File: src/rtl/amp_pkg.sv
// Shared types and constants for the amplifier requester and its result buffer.
package amp_pkg;

    localparam int TAG_WIDTH  = 8;
    localparam int BASE_WIDTH = 8;
    localparam int RES_WIDTH  = 24;

    typedef enum logic [2:0] {
        IDLE,
        LOAD,
        CHECK,
        DRAIN,
        RUN
    } state_t;

    typedef struct packed {
        logic [TAG_WIDTH-1:0] no;
        logic [RES_WIDTH-1:0] res;
    } result_t;

endpackage

File: src/rtl/res_fifo.sv
// Synchronous result FIFO. Storage is not reset; pointers and count are, so
// nothing stale is ever presented as valid.
module res_fifo
    import amp_pkg::*;
#(
    parameter int DEPTH = 4,
    localparam int PTR_W = $clog2(DEPTH),
    localparam int CNT_W = $clog2(DEPTH) + 1
) (
    input  logic             clk_i,
    input  logic             rstn_i,
    input  logic             push,
    input  result_t          push_data,
    input  logic             pop,
    output result_t          head,
    output logic             full,
    output logic             empty,
    output logic [CNT_W-1:0] count
);

    result_t          mem [DEPTH];
    logic [PTR_W-1:0] wr_ptr;
    logic [PTR_W-1:0] rd_ptr;
    logic [CNT_W-1:0] cnt;
    logic             do_pop;

    assign do_pop = pop && (cnt != '0);
    assign full   = (cnt == CNT_W'(DEPTH));
    assign empty  = (cnt == '0);
    assign count  = cnt;
    assign head   = mem[rd_ptr];

    // Pointer and occupancy bookkeeping; simultaneous push and pop leaves the count unchanged.
    always_ff @(posedge clk_i or negedge rstn_i) begin
        if (!rstn_i) begin
            wr_ptr <= '0;
            rd_ptr <= '0;
            cnt    <= '0;
        end else begin
            if (push) begin
                wr_ptr <= wr_ptr + 1'b1;
            end
            if (do_pop) begin
                rd_ptr <= rd_ptr + 1'b1;
            end
            case ({push, do_pop})
                2'b10:   cnt <= cnt + 1'b1;
                2'b01:   cnt <= cnt - 1'b1;
                default: cnt <= cnt;
            endcase
        end
    end

    // Entry storage written at the tail.
    always_ff @(posedge clk_i) begin
        if (push) begin
            mem[wr_ptr] <= push_data;
        end
    end

endmodule

File: src/rtl/amp_requester.sv
// Amplifier requester: loads and verifies a scaler, then streams tagged base
// numbers to the amplifier and buffers its in-order, tag-checked results.
module amp_requester
    import amp_pkg::*;
#(
    parameter int WR_DATA_WIDTH = 16,
    parameter int RD_DATA_WIDTH = 32,
    parameter int SCALER_WIDTH  = 16,
    parameter int RES_DEPTH     = 4,
    parameter int CHK_TIMEOUT   = 8
) (
    input  logic                     clk_i,
    input  logic                     rstn_i,
    input  logic                     cfg_load_i,
    input  logic [SCALER_WIDTH-1:0]  cfg_scaler_i,
    input  logic                     base_val_i,
    output logic                     base_rdy_o,
    input  logic [7:0]               base_i,
    output logic                     amp_wr_en_o,
    output logic                     amp_set_scaler_o,
    output logic [WR_DATA_WIDTH-1:0] amp_wr_data_o,
    input  logic                     amp_rd_val_i,
    input  logic [RD_DATA_WIDTH-1:0] amp_rd_data_i,
    input  logic [SCALER_WIDTH-1:0]  amp_scaler_i,
    output logic                     res_val_o,
    input  logic                     res_rdy_i,
    output logic [7:0]               res_no_o,
    output logic [23:0]              res_data_o,
    output logic                     busy_o,
    output logic                     err_o
);

    localparam int CNT_W = $clog2(RES_DEPTH) + 1;
    localparam int OCC_W = CNT_W + 1;
    localparam int TMR_W = $clog2(CHK_TIMEOUT) + 1;

    state_t                  state;
    state_t                  state_next;
    logic [SCALER_WIDTH-1:0] scaler;
    logic [TAG_WIDTH-1:0]    issue_tag;
    logic [TAG_WIDTH-1:0]    expect_tag;
    logic [CNT_W-1:0]        outstanding;
    logic [TMR_W-1:0]        chk_cnt;
    logic                    err;

    logic                    load_accept;
    logic                    issue;
    logic                    rd_live;
    logic                    rd_accept;
    logic                    rd_stray;
    logic                    tag_bad;
    logic                    chk_match;
    logic                    chk_expired;
    logic [OCC_W-1:0]        occupancy;

    logic                    fifo_push;
    logic                    fifo_pop;
    logic                    fifo_full;
    logic                    fifo_empty;
    logic [CNT_W-1:0]        fifo_count;
    result_t                 fifo_head;
    result_t                 rd_result;

    // Outstanding requests plus buffered results can never exceed the buffer
    // depth, so every amplifier return is guaranteed a free slot.
    assign occupancy   = {1'b0, outstanding} + {1'b0, fifo_count};
    assign base_rdy_o  = (state == RUN) && (occupancy < OCC_W'(RES_DEPTH)) && !cfg_load_i;
    assign issue       = base_val_i && base_rdy_o;
    assign load_accept = cfg_load_i && ((state == IDLE) || (state == RUN));

    // Returns are ignored outright while the scaler is being loaded or verified.
    assign rd_live     = amp_rd_val_i && (state != LOAD) && (state != CHECK);
    assign rd_accept   = rd_live && (outstanding != '0);
    assign rd_stray    = rd_live && (outstanding == '0);
    assign rd_result   = '{no: amp_rd_data_i[31:24], res: amp_rd_data_i[23:0]};
    assign tag_bad     = rd_accept && (rd_result.no != expect_tag);

    assign chk_match   = (amp_scaler_i == scaler);
    assign chk_expired = (state == CHECK) && !chk_match && (chk_cnt == TMR_W'(CHK_TIMEOUT - 1));

    assign fifo_push   = rd_accept && (!fifo_full || fifo_pop);
    assign fifo_pop    = res_val_o && res_rdy_i;

    assign res_val_o   = !fifo_empty;
    assign res_no_o    = fifo_head.no;
    assign res_data_o  = fifo_head.res;
    assign busy_o      = (state != RUN) || (outstanding != '0);
    assign err_o       = err;

    res_fifo #(
        .DEPTH (RES_DEPTH)
    ) u_res_fifo (
        .clk_i     (clk_i),
        .rstn_i    (rstn_i),
        .push      (fifo_push),
        .push_data (rd_result),
        .pop       (fifo_pop),
        .head      (fifo_head),
        .full      (fifo_full),
        .empty     (fifo_empty),
        .count     (fifo_count)
    );

    // Amplifier write port: scaler write in LOAD, tagged base on an issue, zero otherwise.
    always_comb begin
        amp_wr_en_o      = 1'b0;
        amp_set_scaler_o = 1'b0;
        amp_wr_data_o    = '0;
        if (state == LOAD) begin
            amp_wr_en_o      = 1'b1;
            amp_set_scaler_o = 1'b1;
            amp_wr_data_o    = WR_DATA_WIDTH'(scaler);
        end else if (issue) begin
            amp_wr_en_o      = 1'b1;
            amp_wr_data_o    = WR_DATA_WIDTH'({issue_tag, base_i});
        end
    end

    // Next-state logic; a load seen in RUN waits in DRAIN until all requests have returned.
    always_comb begin
        state_next = state;
        unique case (state)
            IDLE:    if (cfg_load_i) state_next = LOAD;
            LOAD:    state_next = CHECK;
            CHECK:   if (chk_match) state_next = RUN;
                     else if (chk_expired) state_next = IDLE;
            DRAIN:   if (outstanding == '0) state_next = LOAD;
            RUN:     if (cfg_load_i) state_next = DRAIN;
            default: state_next = IDLE;
        endcase
    end

    // State register.
    always_ff @(posedge clk_i or negedge rstn_i) begin
        if (!rstn_i) begin
            state <= IDLE;
        end else begin
            state <= state_next;
        end
    end

    // Capture the scaler at the moment a load request is accepted.
    always_ff @(posedge clk_i or negedge rstn_i) begin
        if (!rstn_i) begin
            scaler <= '0;
        end else if (load_accept) begin
            scaler <= cfg_scaler_i;
        end
    end

    // Count cycles spent waiting for the amplifier to reflect the new scaler.
    always_ff @(posedge clk_i or negedge rstn_i) begin
        if (!rstn_i) begin
            chk_cnt <= '0;
        end else if (state == CHECK) begin
            chk_cnt <= chk_cnt + 1'b1;
        end else begin
            chk_cnt <= '0;
        end
    end

    // Issue and expected-return tags advance independently and wrap naturally at 8 bits.
    always_ff @(posedge clk_i or negedge rstn_i) begin
        if (!rstn_i) begin
            issue_tag  <= '0;
            expect_tag <= '0;
        end else begin
            if (issue) begin
                issue_tag <= issue_tag + 1'b1;
            end
            if (rd_accept) begin
                expect_tag <= expect_tag + 1'b1;
            end
        end
    end

    // Outstanding request count; an issue and a return in the same cycle cancel out.
    always_ff @(posedge clk_i or negedge rstn_i) begin
        if (!rstn_i) begin
            outstanding <= '0;
        end else begin
            case ({issue, rd_accept})
                2'b10:   outstanding <= outstanding + 1'b1;
                2'b01:   outstanding <= outstanding - 1'b1;
                default: outstanding <= outstanding;
            endcase
        end
    end

    // Sticky error: scaler verify timeout, out-of-order tag, or a return nobody asked for.
    always_ff @(posedge clk_i or negedge rstn_i) begin
        if (!rstn_i) begin
            err <= 1'b0;
        end else if (chk_expired || tag_bad || rd_stray) begin
            err <= 1'b1;
        end
    end

endmodule

File: config.mk
export PLATFORM = sky130hd
export DESIGN_NAME = amp_requester
export DESIGN_NICKNAME = d
export VERILOG_FILES = /design/src/rtl/amp_pkg.sv /design/src/rtl/res_fifo.sv /design/src/rtl/amp_requester.sv
export SDC_FILE = /design/constraint.sdc
export NUM_CORES = 1
export LEC_CHECK = 0
export BUFFER_PORTS_ARGS = -buffer_cell sky130_fd_sc_hd__buf_2
export CAP_MARGIN = 30
export CORE_UTILIZATION = 50
export CTS_CLUSTER_SIZE = 28
export DETAILED_ROUTE_END_ITERATION = 8
export PLACE_DENSITY = 0.86
export SKIP_CTS_REPAIR_TIMING = 1
export SLEW_MARGIN = 30
export SYNTH_ARGS = -nofsm -noshare
export SYNTH_HDL_FRONTEND = slang
export SYNTH_SLANG_ARGS = --single-unit
File: constraint.sdc
create_clock -name clk_i -period 2.3 [get_ports clk_i]
set_input_delay 0.23 -clock clk_i [delete_from_list [all_inputs] [get_ports clk_i]]
set_output_delay 0.23 -clock clk_i [all_outputs]
set_load 0.05 [all_outputs]
==> impl_metrics.ini, run 1 <==
[floorplan]
num_rows = 44
die_x_um = 124
start_util_pct = 51.0
num_io_pins = 132
core_area_um2 = 14500
dieArea_um2 = 15300
die_y_um = 124

[setup_path]
critPathLaunchType = flop
arrival_ns = 2.07
worst-setup-path-type = reg -> out
crit_chain = buf_6 > nor4b_4 > and4_4 > clkbuf_16 > a22o_1 > buf_6
slowest_stage = dfrtp_1
cp_data_required_time_ns = 2.07
critPathCaptureType = output port
cp_common_cell = buf_6
worstPathMaxFanout = 8
cp_slowest_stage_delay_ns = 0.40

[clock_network]
worstSkewPairLatency_ns = 0.42
cts_sinks = 178
root_buffer = clkbuf_16
clockBufferDepth = 2
cts_buffers = 17
cts_tree = yes
htreeDepth = 4
cts.clk_slew.worst_paths_ns = 0.07

[placement]
dp_hpwl_um = 9570
portBuffers = 131
gp_congestion = 0.824

[routing]
vias_per_cell = 5.44
antenna_left = 0
vias = 4180
drc = 0
drtIter0Drc = 306
wl_um = 15000
wl_per_cell_um = 19.5
drt_first_pass_iters = 4

[sta]
drv_slew = 0
finalSetupViolCount = 0
fmax_mhz = 436
final-hold-violation-count = 0
worst_slew_pin_slew_ns = 0.662
finalClockSkew_ns = 0.0114
finalSetupTns_ns = 0
rsz0062_at_grt = true
finalCritPeriodShare_pct = 99.8
post-route-min-period_ns = 2.30
relSlewSlack_pct = 55.5
fin_hold_ws_ns = 0.0198

[layout]
utilization_pct = 64.0
multiInputGateArea_um2 = 2180
drive_gt1_share_pct = 43.2
final_common_cell = edfxtp_1
regArea_um2 = 5100
n_fill_cell = 967
layout_common_cells = edfxtp_1, buf_2, dfrtp_1
syn_to_final_growth_pct = 25.4
fin_nets = 662

[logic_synthesis]
syn_area_per_cell_um2 = 18.0
yosysUniqueCellTypes = 41
syn-num-nets = 500
syn_inst = 409
yosys_warnings = 0
async_reset_ff_share_pct = 28.1
synth_ff_type = edfxtp_1
synth-seq-area-share_pct = 69.0
synth_edf_count = 128
synth_seq_cells = 178
syn-cell-area_um2 = 7380

[pwr]
ir_drop_mv = 0.694
power_w = 0.0128
power.leakage_nw = 3.60
p_per_area_nw_per_um2 = 1380

[global_routing]
gr-total-overflow = 0
grt_first_pass_wirelength_um = 22400
grt_max_degree = 33
grt_antenna_before_repair = 1
grt_pass1_vias = 4421
grt_util_all_layers_pct = 20.1

[run]
maxCapViolations = 0

[hold_path]
hold_class = in -> reg

[status]
status = completed
[final cells by class]
cell class,count,area share (%)
Tap cell,184,2.49
Clock buffer,17,4.59
Inverter,16,0.649
Multi-Input combinational cell,200,23.5
Timing Repair Buffer,158,12.0
Antenna cell,1,0.0270
Clock inverter,15,1.73
Sequential cell,178,55.0
[stage by stage]
| step | setup slack, ns | area [µm²] | instances |
|---|---|---|---|
| 6_report | 0.00436 | 9260 | 769 |
| 5_1_grt | -0.0949 | 9260 | 768 |
| 4_1_cts | -0.321 | 8960 | 757 |
| 3_5_place_dp | 0.0706 | 8370 | 725 |
| 3_3_place_gp | 0.166 | 8370 | 725 |
| 2_1_floorplan | 0.0544 | 7390 | 409 |
[per-layer routing]
layer,track usage (%),up-vias,routed length [µm]
met5,0,-,10
met4,6.63,2,197
met3,6.73,15,995
met2,35.4,159,7920
met1,23.0,2099,5890
li1,-,1905,-
[where the power goes]
part	switching (W)	total (W)	leakage (nW)	internal, W
Sequential	0.000484	0.00467	1.77	0.00419
Clock	0.00130	0.00284	0.289	0.00155
Combinational	0.00322	0.00525	1.53	0.00202
[cell families after synthesis]
group                    after synthesis  synth area share (%)
flip-flops                           178                  69.0
buffers and inverters                 31                  2.14
adder cells (fa/ha/maj)               13                  2.41
AO/OA/AOI/OAI                         26                  2.97
XOR/XNOR                              50                  5.93
multiplexers                          52                  12.8
AND/OR/NAND/NOR                       59                  4.76
[Yosys cell counts, types with 2 or more instances]
master    number  area share (%)
and3_1         4            0.34
nor3_2         2            0.27
buf_6          4            0.61
fa_1           2            0.54
buf_2          6            0.41
nand4_1       11            0.93
inv_1         15            0.76
clkbuf_1       4            0.20
o31ai_1        2            0.20
nor2_1        10            0.51
mux4_2        32             9.8
and2_1         6            0.51
nand2b_1       2            0.17
ha_1          11             1.9
mux2_1         9             1.4
mux2i_1        2            0.27
mux2_2         9             1.4
xnor2_1       35             4.2
a22o_1        16             1.9
xor2_1        15             1.8
nand3_1        5            0.34
nor3_1         2            0.14
nand2_2        2            0.17
edfxtp_1     128              52
a21oi_1        3            0.20
nand2_1        8            0.41
dfrtp_1       50              17
[critical path, delay by kind of cell, from the launching register on]
family                 cells  cell delay (ns)
AO/OA/AOI/OAI              1             0.15
AND/OR/NAND/NOR            2             0.62
buffers and inverters      3             0.47
flip-flops                 1             0.40
[registers in the layout (all words and copies together), names as in the netlist]
signal and count:
issue_tag 8, outstanding 3, scaler 16, u_res_fifo.count 3, u_res_fifo.mem 128, chk_cnt 4, state 3, expect_tag 8
err_o 1, u_res_fifo.wr_ptr 2, u_res_fifo.rd_ptr 2
[worst paths after layout]
kind	startpoint	to	slack, ns	cells after the start
hold / removal	cfg_scaler_i[2]	scaler[2]	0.02	2
setup reg to reg	state[0]	outstanding[2]	0.01	10
max in group asynchronous	rstn_i	issue_tag[3]	1.42	3
setup / recovery	state[0]	amp_wr_data_o[9]	0.004	6
hold reg to reg	chk_cnt[0]	chk_cnt[0]	0.47	1
min in group asynchronous	rstn_i	state[2]	0.24	2
Note: power is estimated with default switching activity, not from simulation.
==> run 2, diff against run 1 <==
--- a/config.mk
+++ b/config.mk
@@ -10,6 +10,7 @@
 export CORE_UTILIZATION = 50
 export CTS_CLUSTER_SIZE = 28
 export DETAILED_ROUTE_END_ITERATION = 8
+export MAX_ROUTING_LAYER = met4
 export PLACE_DENSITY = 0.86
 export SKIP_CTS_REPAIR_TIMING = 1
 export SLEW_MARGIN = 30
==> impl_metrics.ini, run 2 (synthesized netlist as in run 1, its figures left out) <==
[setup_path]
worst-setup-path-type = reg -> out
arrival_ns = 2.07
rrSetupSlack_ns = 0.01
critPathLaunchType = flop
crit_chain = buf_6 > nor4b_4 > and4_4 > clkbuf_16 > a22o_1 > buf_6
r2r-start = state[0]
cp_data_required_time_ns = 2.07
cp_common_cell = buf_6
crit_family = simple AND/OR/NAND/NOR gates
path_buf_inv = 3
cp_slowest_stage_delay_ns = 0.41
slowest_stage = dfrtp_1
critPathCaptureType = output port
r2r_cells = 10
worstPathMaxFanout = 6
reg2reg_to = outstanding[2]

[sta]
post-route-min-period_ns = 2.30
worst_slew_pin_slew_ns = 0.660
finalClockSkew_ns = 0.0139
relSlewSlack_pct = 55.6
finalSetupTns_ns = 0
finalCritPeriodShare_pct = 99.9
drv_slew = 0
rsz0062_at_grt = true
final-hold-violation-count = 0
fmax_mhz = 435
finalWorstSetupSlack_ns = 0.00130
finalSetupViolCount = 0

[floorplan]
die_y_um = 124
num_rows = 44
start_util_pct = 51.0
dieArea_um2 = 15300
num_io_pins = 132
die_x_um = 124
core_area_um2 = 14500

[pwr]
ir_drop_mv = 0.699
power.leakage_nw = 3.61
p_per_area_nw_per_um2 = 1380

[clock_network]
htreeDepth = 4
worstSkewPairLatency_ns = 0.42
cts.clk_slew.worst_paths_ns = 0.07
cts_tree = yes
clockBufferDepth = 2
cts_sinks = 178
root_buffer = clkbuf_16
cts_buffers = 17

[routing]
drc = 0
wl_per_cell_um = 19.4
wl_um = 15000
drt_first_pass_iters = 4
vias_per_cell = 5.44
antenna_left = 0
drtIter0Drc = 336
vias = 4197

[hold_path]
worstHoldStart = cfg_scaler_i[2]
worstHoldPathCells = 2
holdPathEnd = scaler[2]
hold_class = in -> reg

[layout]
largest_reg_flops = 128
regArea_um2 = 5100
final_common_cell = edfxtp_1
largest_registers = u_res_fifo.mem (128), scaler (16)
syn_to_final_growth_pct = 25.6
largest-register = u_res_fifo.mem
fin_nets = 664
layout_common_cells = edfxtp_1, buf_2, dfrtp_1
n_fill_cell = 970
multiInputGateArea_um2 = 2180
drive_gt1_share_pct = 43.3

[global_routing]
grt_util_all_layers_pct = 20.8
grt_first_pass_wirelength_um = 22400
gr-total-overflow = 0
grt_max_degree = 33
grt_antenna_before_repair = 1
grt_pass1_vias = 4422

[status]
status = completed

[placement]
portBuffers = 131
pre_cts_slack_ns = 0.0706
gp_congestion = 0.836
dp_hpwl_um = 9570

[run]
maxCapViolations = 0
==> run 2: changes by cell type in the layout (fill, tap and decap cells not counted), sizes merged <==
cell / previous run / this run
buf: 154 / 155
diode: 1 / 2
clkbuf: 20 / 21
==> run 2: layout make-up <==
type	count	area share [%]
Antenna cell	2	0.0540
Clock buffer	17	4.59
Clock inverter	15	1.73
Inverter	16	0.648
Multi-Input combinational cell	200	23.5
Sequential cell	178	55.0
Tap cell	184	2.48
Timing Repair Buffer	160	12.1
==> run 2: report_power, final <==
part | leakage [nW] | switching, W | internal (W)
Sequential | 1.77 | 0.000485 | 0.00419
Combinational | 1.54 | 0.00322 | 0.00202
Clock | 0.289 | 0.00129 | 0.00155
Total | 3.61 | 0.00500 | 0.00776
==> run 2: worst max path at each step <==
stage | depth (start not counted) | start | slack [ns] | end
2_1_floorplan | 12 | u_res_fifo.count[1] | 0.05 | outstanding[2]
3_3_place_gp | 10 | outstanding[2] | 0.17 | u_res_fifo.count[2]
3_5_place_dp | 10 | outstanding[2] | 0.07 | u_res_fifo.count[2]
4_1_cts | 6 | outstanding[2] | -0.32 | amp_wr_data_o[6]
5_1_grt | 10 | u_res_fifo.count[1] | -0.09 | outstanding[2]
6_report | 6 | state[0] | 0.001 | amp_wr_data_o[9]
==> run 2: metrics by stage <==
| step | power, W | area, µm² | hold slack (ns) | util [%] | cells |
|---|---|---|---|---|---|
| after detailed placement | 0.00967 | 8370 | 0.143 | 57.8 | 725 |
| after global routing | 0.0134 | 9270 | 0.00710 | 64.0 | 771 |
| final | 0.0128 | 9280 | 0.0173 | 64.1 | 772 |
| after CTS | 0.0126 | 8960 | -0.318 | 61.9 | 757 |
| after floorplan | 0.00839 | 7390 | -0.0656 | - | 409 |
| after global placement | 0.00948 | 8370 | 0.137 | 57.8 | 725 |
==> run 2: routing by layer <==
layer	vias to the layer above	GRT usage, %	routed length (µm)
met5	-	-	0
met4	0	6.63	176
met3	12	5.95	1010
met2	185	35.4	7960
met1	2090	23.6	5850
li1	1910	-	-
